<file path="config.mk">
export PLATFORM = sky130hd
export DESIGN_NAME = value_timer_multi
export DESIGN_NICKNAME = d
export VERILOG_FILES = /design/src/rtl/value_timer_multi.sv
export SDC_FILE = /design/constraint.sdc
export NUM_CORES = 1
export LEC_CHECK = 0
export ABC_AREA = 1
export CAP_MARGIN = 20
export CORE_MARGIN = 2
export CORE_UTILIZATION = 35
export DETAILED_ROUTE_END_ITERATION = 7
export GPL_TIMING_DRIVEN = 0
export PLACE_DENSITY = 0.57
export SYNTH_ARGS = -nofsm -noshare
export SYNTH_HDL_FRONTEND = slang
export SYNTH_SLANG_ARGS = --single-unit
</file>
<file path="constraint.sdc">
create_clock -name clk -period 1.7 [get_ports clk]
set_input_delay 0.34 -clock clk [delete_from_list [all_inputs] [get_ports clk]]
set_output_delay 0.34 -clock clk [all_outputs]
set_load 0.01 [all_outputs]
</file>
<file path="src/rtl/value_timer_multi.sv">
// Multi-channel prescaled timer: each channel counts D ticks of (P+1) clocks after a
// rising trigger, pulsing once on expiry (one-shot) or every period (auto-reload).
//   state    | meaning
//   idle     | busy=0, waiting for a trigger rising edge
//   counting | busy=1, prescale counter cycling, duration counter falling to 1
module value_timer_multi #(
    parameter int NUM_CH         = 4,
    parameter int TIMER_WIDTH    = 8,
    parameter int PRESCALE_WIDTH = 4
) (
    input  logic                          clk,
    input  logic                          sys_rst_n,
    input  logic [NUM_CH-1:0]             tim_trig,
    input  logic [NUM_CH-1:0]             tim_stop,
    input  logic [NUM_CH-1:0]             periodic,
    input  logic [NUM_CH*TIMER_WIDTH-1:0] duration,
    input  logic [PRESCALE_WIDTH-1:0]     prescale,
    output logic [NUM_CH-1:0]             pulse_out,
    output logic [NUM_CH-1:0]             busy,
    output logic                          pulse_any
);
    localparam logic [TIMER_WIDTH-1:0]    DUR_ONE = TIMER_WIDTH'(1);
    localparam logic [PRESCALE_WIDTH-1:0] PSC_ONE = PRESCALE_WIDTH'(1);

    logic [NUM_CH-1:0] pulse_nxt;

    for (genvar i = 0; i < NUM_CH; i++) begin : g_ch
        logic [TIMER_WIDTH-1:0]    dur_raw, dur_in, dur_q, dcnt_q;
        logic [PRESCALE_WIDTH-1:0] psc_q, pcnt_q;
        logic                      per_q, trig_q, busy_q, pulse_q;
        logic                      trig_evt, wrap, expire;

        assign dur_raw  = duration[i*TIMER_WIDTH +: TIMER_WIDTH];
        assign dur_in   = (dur_raw == '0) ? DUR_ONE : dur_raw;
        assign trig_evt = tim_trig[i] & ~trig_q;
        assign wrap     = busy_q & (pcnt_q == psc_q);
        // Duration counter never reaches zero while busy, so 1 is the terminal count.
        assign expire   = wrap & (dcnt_q == DUR_ONE);

        assign pulse_nxt[i] = expire & ~tim_stop[i];
        assign busy[i]      = busy_q;
        assign pulse_out[i] = pulse_q;

        always_ff @(posedge clk or negedge sys_rst_n) begin
            if (!sys_rst_n) begin
                trig_q  <= 1'b0;
                pulse_q <= 1'b0;
                busy_q  <= 1'b0;
                per_q   <= 1'b0;
                dur_q   <= '0;
                dcnt_q  <= '0;
                psc_q   <= '0;
                pcnt_q  <= '0;
            end else begin
                trig_q  <= tim_trig[i];
                pulse_q <= pulse_nxt[i];
                if (tim_stop[i]) begin
                    busy_q <= 1'b0;
                    pcnt_q <= '0;
                    dcnt_q <= '0;
                end else if (trig_evt) begin
                    dur_q  <= dur_in;
                    psc_q  <= prescale;
                    per_q  <= periodic[i];
                    dcnt_q <= dur_in;
                    pcnt_q <= '0;
                    busy_q <= 1'b1;
                end else if (expire) begin
                    pcnt_q <= '0;
                    if (per_q) begin
                        dcnt_q <= dur_q;
                    end else begin
                        busy_q <= 1'b0;
                        dcnt_q <= '0;
                    end
                end else if (wrap) begin
                    pcnt_q <= '0;
                    dcnt_q <= dcnt_q - DUR_ONE;
                end else if (busy_q) begin
                    pcnt_q <= pcnt_q + PSC_ONE;
                end
            end
        end
    end

    always_ff @(posedge clk or negedge sys_rst_n) begin
        if (!sys_rst_n) begin
            pulse_any <= 1'b0;
        end else begin
            pulse_any <= |pulse_nxt;
        end
    end

endmodule

</file>
# ---- Word level (Yosys, flattened, before mapping)
# Index checks and enable logic that the tools add are counted.
dict set report totals {
  register_bits 113
  inputBits 50
  output_inout_bits 9
  word_cells 162
}
dict set report op_classes {
  n_addsub 8
  eq_ne 12
  mux 60
  bitwise 24
  reduce_logical 25
}
# cell n
set ops {}
lappend ops {{8-bit two-way mux} 24}
lappend ops {{4-bit two-way mux} 20}
lappend ops {{8-bit by 1-bit equality test with 1-bit output, second input constant} 4}
lappend ops {{8-bit logical NOT} 4}
lappend ops {{8-bit by 1-bit subtractor with 8-bit output, second input constant} 4}
lappend ops {{5-bit nonzero test} 4}
lappend ops {{4-bit by 1-bit adder with 4-bit output, second input constant} 4}
lappend ops {{1-bit bitwise AND} 16}
lappend ops {{4-bit equality test} 4}
lappend ops {{1-bit two-way mux} 16}
lappend ops {{2-bit AND reduction} 8}
lappend ops {{4-bit nonzero test} 4}
lappend ops {{3-bit by 2-bit inequality test with 1-bit output, second input constant} 4}
lappend ops {{3-bit nonzero test} 4}
lappend ops {{1-bit NOT} 8}
lappend ops {{4-bit OR reduction} 1}

# ---- Depth between registers and ports, before layout
dict set report logic_depth {
  depth_word 6
  ltp_mapped 11
  ltp_nobuf 10
}

# ---- Worst setup path after synthesis
# OpenSTA, ideal clock, no wires.
dict set report synth_path {
  kind {flip-flop to flip-flop}
  start {register g_ch[1].dcnt_q[1]}
  end {register g_ch[1].dcnt_q[7]}
  setup_time_ns 0.121
  arrival_ns 1.308
  setup_slack_ns 0.271
  stages_incl_launch_ff 10
  n_path_buf 0
  period_less_slack_ns 1.429
  cell_sequence {dfrtp_1 -> inv_1 -> ha_1 -> nand2_1 -> nor3_1 -> nand3_2 -> nand2_2 -> nand2_1 -> nand2_1 -> a21oi_1}
}
dict set report synth_between {
  elab_chain_cells 5
  word_cells_on_any_way 8
  cone_classes {1 x add/sub; 1 x eq/ne; 4 x mux; 1 x bitwise; 1 x reduce/logical}
}
# item line
set synth_lines {}
lappend synth_lines {{start, declared} 28} ;# logic [TIMER_WIDTH-1:0] dur_raw, dur_in, dur_q, dcnt_q;
lappend synth_lines {{start signal, assigned} 65} ;# dcnt_q <= dur_in;
lappend synth_lines {{start signal, assigned} 71} ;# dcnt_q <= dur_q;
lappend synth_lines {{start signal, assigned} 78} ;# dcnt_q <= dcnt_q - DUR_ONE;
lappend synth_lines {{8-bit by 1-bit subtractor with 8-bit output / 8-bit by 1-bit equality test with 1-bit output (equally long branches)} {78, 38}}
lappend synth_lines {{8-bit two-way mux / 1-bit bitwise AND (equally long branches)} {76, 38}}
lappend synth_lines {{8-bit two-way mux} 68} ;# end else if (expire) begin
lappend synth_lines {{8-bit two-way mux} 61} ;# end else if (trig_evt) begin
lappend synth_lines {{8-bit two-way mux} 57} ;# if (tim_stop[i]) begin
# Parallel ways exist; a longest one is shown, timed or not. The select of a mux whose other input is x is not followed.
# A chain may end at the register's enable or synchronous reset.

# ---- Worst setup path after layout
dict set report layout_path {
  start {register pulse_any}
  end {output pulse_any}
}
# item line
set layout_rtl {}
lappend layout_rtl {{start, declared} 20} ;# output logic pulse_any
lappend layout_rtl {{start signal, assigned} 90} ;# pulse_any <= |pulse_nxt;
# No word-level cell between the ends.

==> metrics.cfg <==
[min_path]
hp-class=primary input to asynchronous set/reset pin

[detailed_routing]
vias=5628
drcViolationCount=0
routedWlPerCell_um=12.88
drt_iter0_markers=326
drt-pass1-iter-count=8
antenna_left=0
viasPerCell=4.651
drt_wl_total_mm=15.59

[worst_setup_path]
r2r_end=g_ch[0].dcnt_q[3]
worst_setup_path_start_kind=flop
rrSetupSlack_ns=0.08
worst-path-max-fanout=1
max_stage_delay_ns=0.56
worst_path_max_delay_cell=clkdlybuf4s50_1
end_kind=output pin
reg2reg_depth=11
crit_required_ns=1.36
critPathTopFamily=buffers and inverters
crit_type=flop to output pin
critPathBufInv=1
crit_path_cell_trace=clkdlybuf4s50_1
worstReg2RegStart=g_ch[0].busy_q
cp.arrival_ns=1.29

[die]
pin_count=59
core_mm2=0.01796
rows=49
die_x_um=139.5
die_area_mm2=0.01946
initial_utilization_pct=35.77
die_h_um=139.5

[timing]
max_freq_mhz=611.7
fin_crit_ns=1.635
setup_viol=0
slew_viol_final=0
final.setup.tns_ns=0
whs_ns=0.3645
rsz0062_at_grt=yes
tightest_slew_ns=0.4994
finalCritPeriodShare_pct=96.16
relSlewSlack_pct=66.58
hold_viol_final=0
clock_skew_ns=0.007685

[placement]
dpl.hpwl_mm=11.22
placed_cell_area_mm2=0.007321
place.gp.congestion=0.7793
port_buffers=58

[global_routing]
grt_use_met1_pct=22.86
busiest_layer=met2
grt_pass1_wl_mm=26.43
antenna_found_initial=0
use_met2_pct=26.68
grt_use_met3_pct=4.301
grt_max_degree=93
first_global_vias=5451
grt_use_total_pct=16.81
gr-total-overflow=0

[synthesis]
synth.area.top_cells=dfrtp_1 (44%), nand2_1 (14%), nor2_1 (6.9%)
synthCells=875
yosysMostFrequentCell=nand2_1
synthFlopType=dfrtp_1
synth_fp_nets=937
synth_edf_count=0
yosys_warnings=0
synth_common_cells=nand2_1 (238), nor2_1 (118), inv_1 (114)
yosysUniqueCellTypes=32
async_flop_share_pct=100.0
netlist.area_leader.share_pct=44.01
synth_top_area_cell=dfrtp_1
syn_avg_cell_area_um2=7.343
syn_area_mm2=0.006425
yosysSeqAreaShare_pct=44.01
synth-seq-cells=113

[clocking]
insertion_delay_ns=0.41
cts_tree=done
cts.sinks=113
cts_root_buffer=clkbuf_16
path_clk_slew_ns=0.05
cts_made_buffers=17
clockBufferDepth=2
htreeDepth=4

[cells_and_area]
drive_above_1_share_pct=12.95
final_area_mm2=0.008160
area_growth_pct=27.01
fillers=1811
n_antenna_cell=0
nets=1030

[power_and_ir_drop]
seq_power_share_pct=37.2
share_comb_of_total_power_pct=19.1
ir_drop_uv=696.0
p_leak_nw=4.073
p_clk_share_pct=43.7
power_density_mw_per_mm2=1103
p_int_mw=6.443
switching_share_pct=28.39
switchingPower_mw=2.554

[run]
drv_cap=0

[outcome]
outcome=complete, no violations

## metrics by stage
step,setup WS [ns],utilization (%),total power [mW],instances
floorplan,0.2714,-,4.535,875
global placement,-4.507,40.59,5.047,1162
detailed placement,-0.3641,40.75,5.071,1163
CTS,0.02971,44.61,9.058,1199
global route,-0.02206,45.43,9.525,1210
finish,0.06521,45.43,8.998,1210
## how the worst max path moves through the flow
stage | from | endpoint | slack [ns] | cells after the start
2_1_floorplan | g_ch[1].dcnt_q[1] | g_ch[1].dcnt_q[7] | 0.27 | 9
5_1_grt | g_ch[2].pcnt_q[2] | g_ch[2].dcnt_q[2] | -0.02 | 11
3_3_place_gp | sys_rst_n | g_ch[0].dcnt_q[5] | -4.51 | 1
3_5_place_dp | tim_stop[3] | g_ch[3].dcnt_q[7] | -0.36 | 7
4_1_cts | pulse_any | pulse_any | 0.03 | 1
6_report | pulse_any | pulse_any | 0.07 | 1
## sequential cells by signal, indices dropped and copies added, names as in the netlist
name	flops
g_ch.dcnt_q	32
g_ch.dur_q	32
g_ch.pcnt_q	16
g_ch.psc_q	16
g_ch.busy_q	4
g_ch.per_q	4
g_ch.pulse_q	4
g_ch.trig_q	4
pulse_any	1
## per-layer routing
layer / wire, um / up-vias / share of wire (%)
met5: 0 / - / 0
met4: 142 / 0 / 0.91
met3: 530 / 13 / 3.4
met2: 7170 / 79 / 46
met1: 7742 / 2601 / 50
li1: - / 2935 / -
## cell type report
class	count	area [um2]	share of cell area (%)
well taps	229	286.5	3.511
inverters	124	467.9	5.734
repair buffers	74	726.9	8.908
clock inverters	9	150.1	1.840
plain buffers	25	185.2	2.269
flip-flops and latches	113	2828	34.65
clock buffers	23	508.0	6.225
multi-input cells	613	3008	36.86
## repair_timing
action / 4_1_cts / 5_1_grt
pin swaps: 1 / 6
hold buffers: 1 / 0
resized for setup: 8 / 27
setup buffers: 3 / 11
endpoints found under the setup margin: 16 / 56
gates cloned: 0 / 0
endpoints found under the hold margin: 21 / 0
## cell usage in the layout, fill, tap and decap left out, types with 8 or more instances in the layout
cell type	count
nand2_1	235
nor2_1	114
dfrtp_1	113
inv_1	111
o21ai_0	61
clkdlybuf4s50_1	49
nand3_1	46
a21oi_1	42
buf_4	23
nand4_1	20
xor2_1	18
clkbuf_16	17
nor2_2	13
inv_2	12
ha_1	11
dlygate4sd2_1	8
## cell families after synthesis
kind of cell | count (synthesis) | share of synthesized area (%)
buffers and inverters | 149 | 10.01
flip-flops | 113 | 44.01
AO/OA/AOI/OAI | 118 | 9.425
adder cells (fa/ha/maj) | 12 | 2.337
XOR/XNOR | 19 | 2.590
AND/OR/NAND/NOR | 464 | 31.63
## power groups by stage
stage	sequential, mW	combinational (mW)	clock, mW
after floorplan	3.32	1.22	0
after global placement	3.39	1.66	0
after detailed placement	3.39	1.68	0
after CTS	3.35	1.69	4.01
after global routing	3.40	1.99	4.13
final	3.35	1.72	3.93
Note: power is estimated with default switching activity, not from simulation.
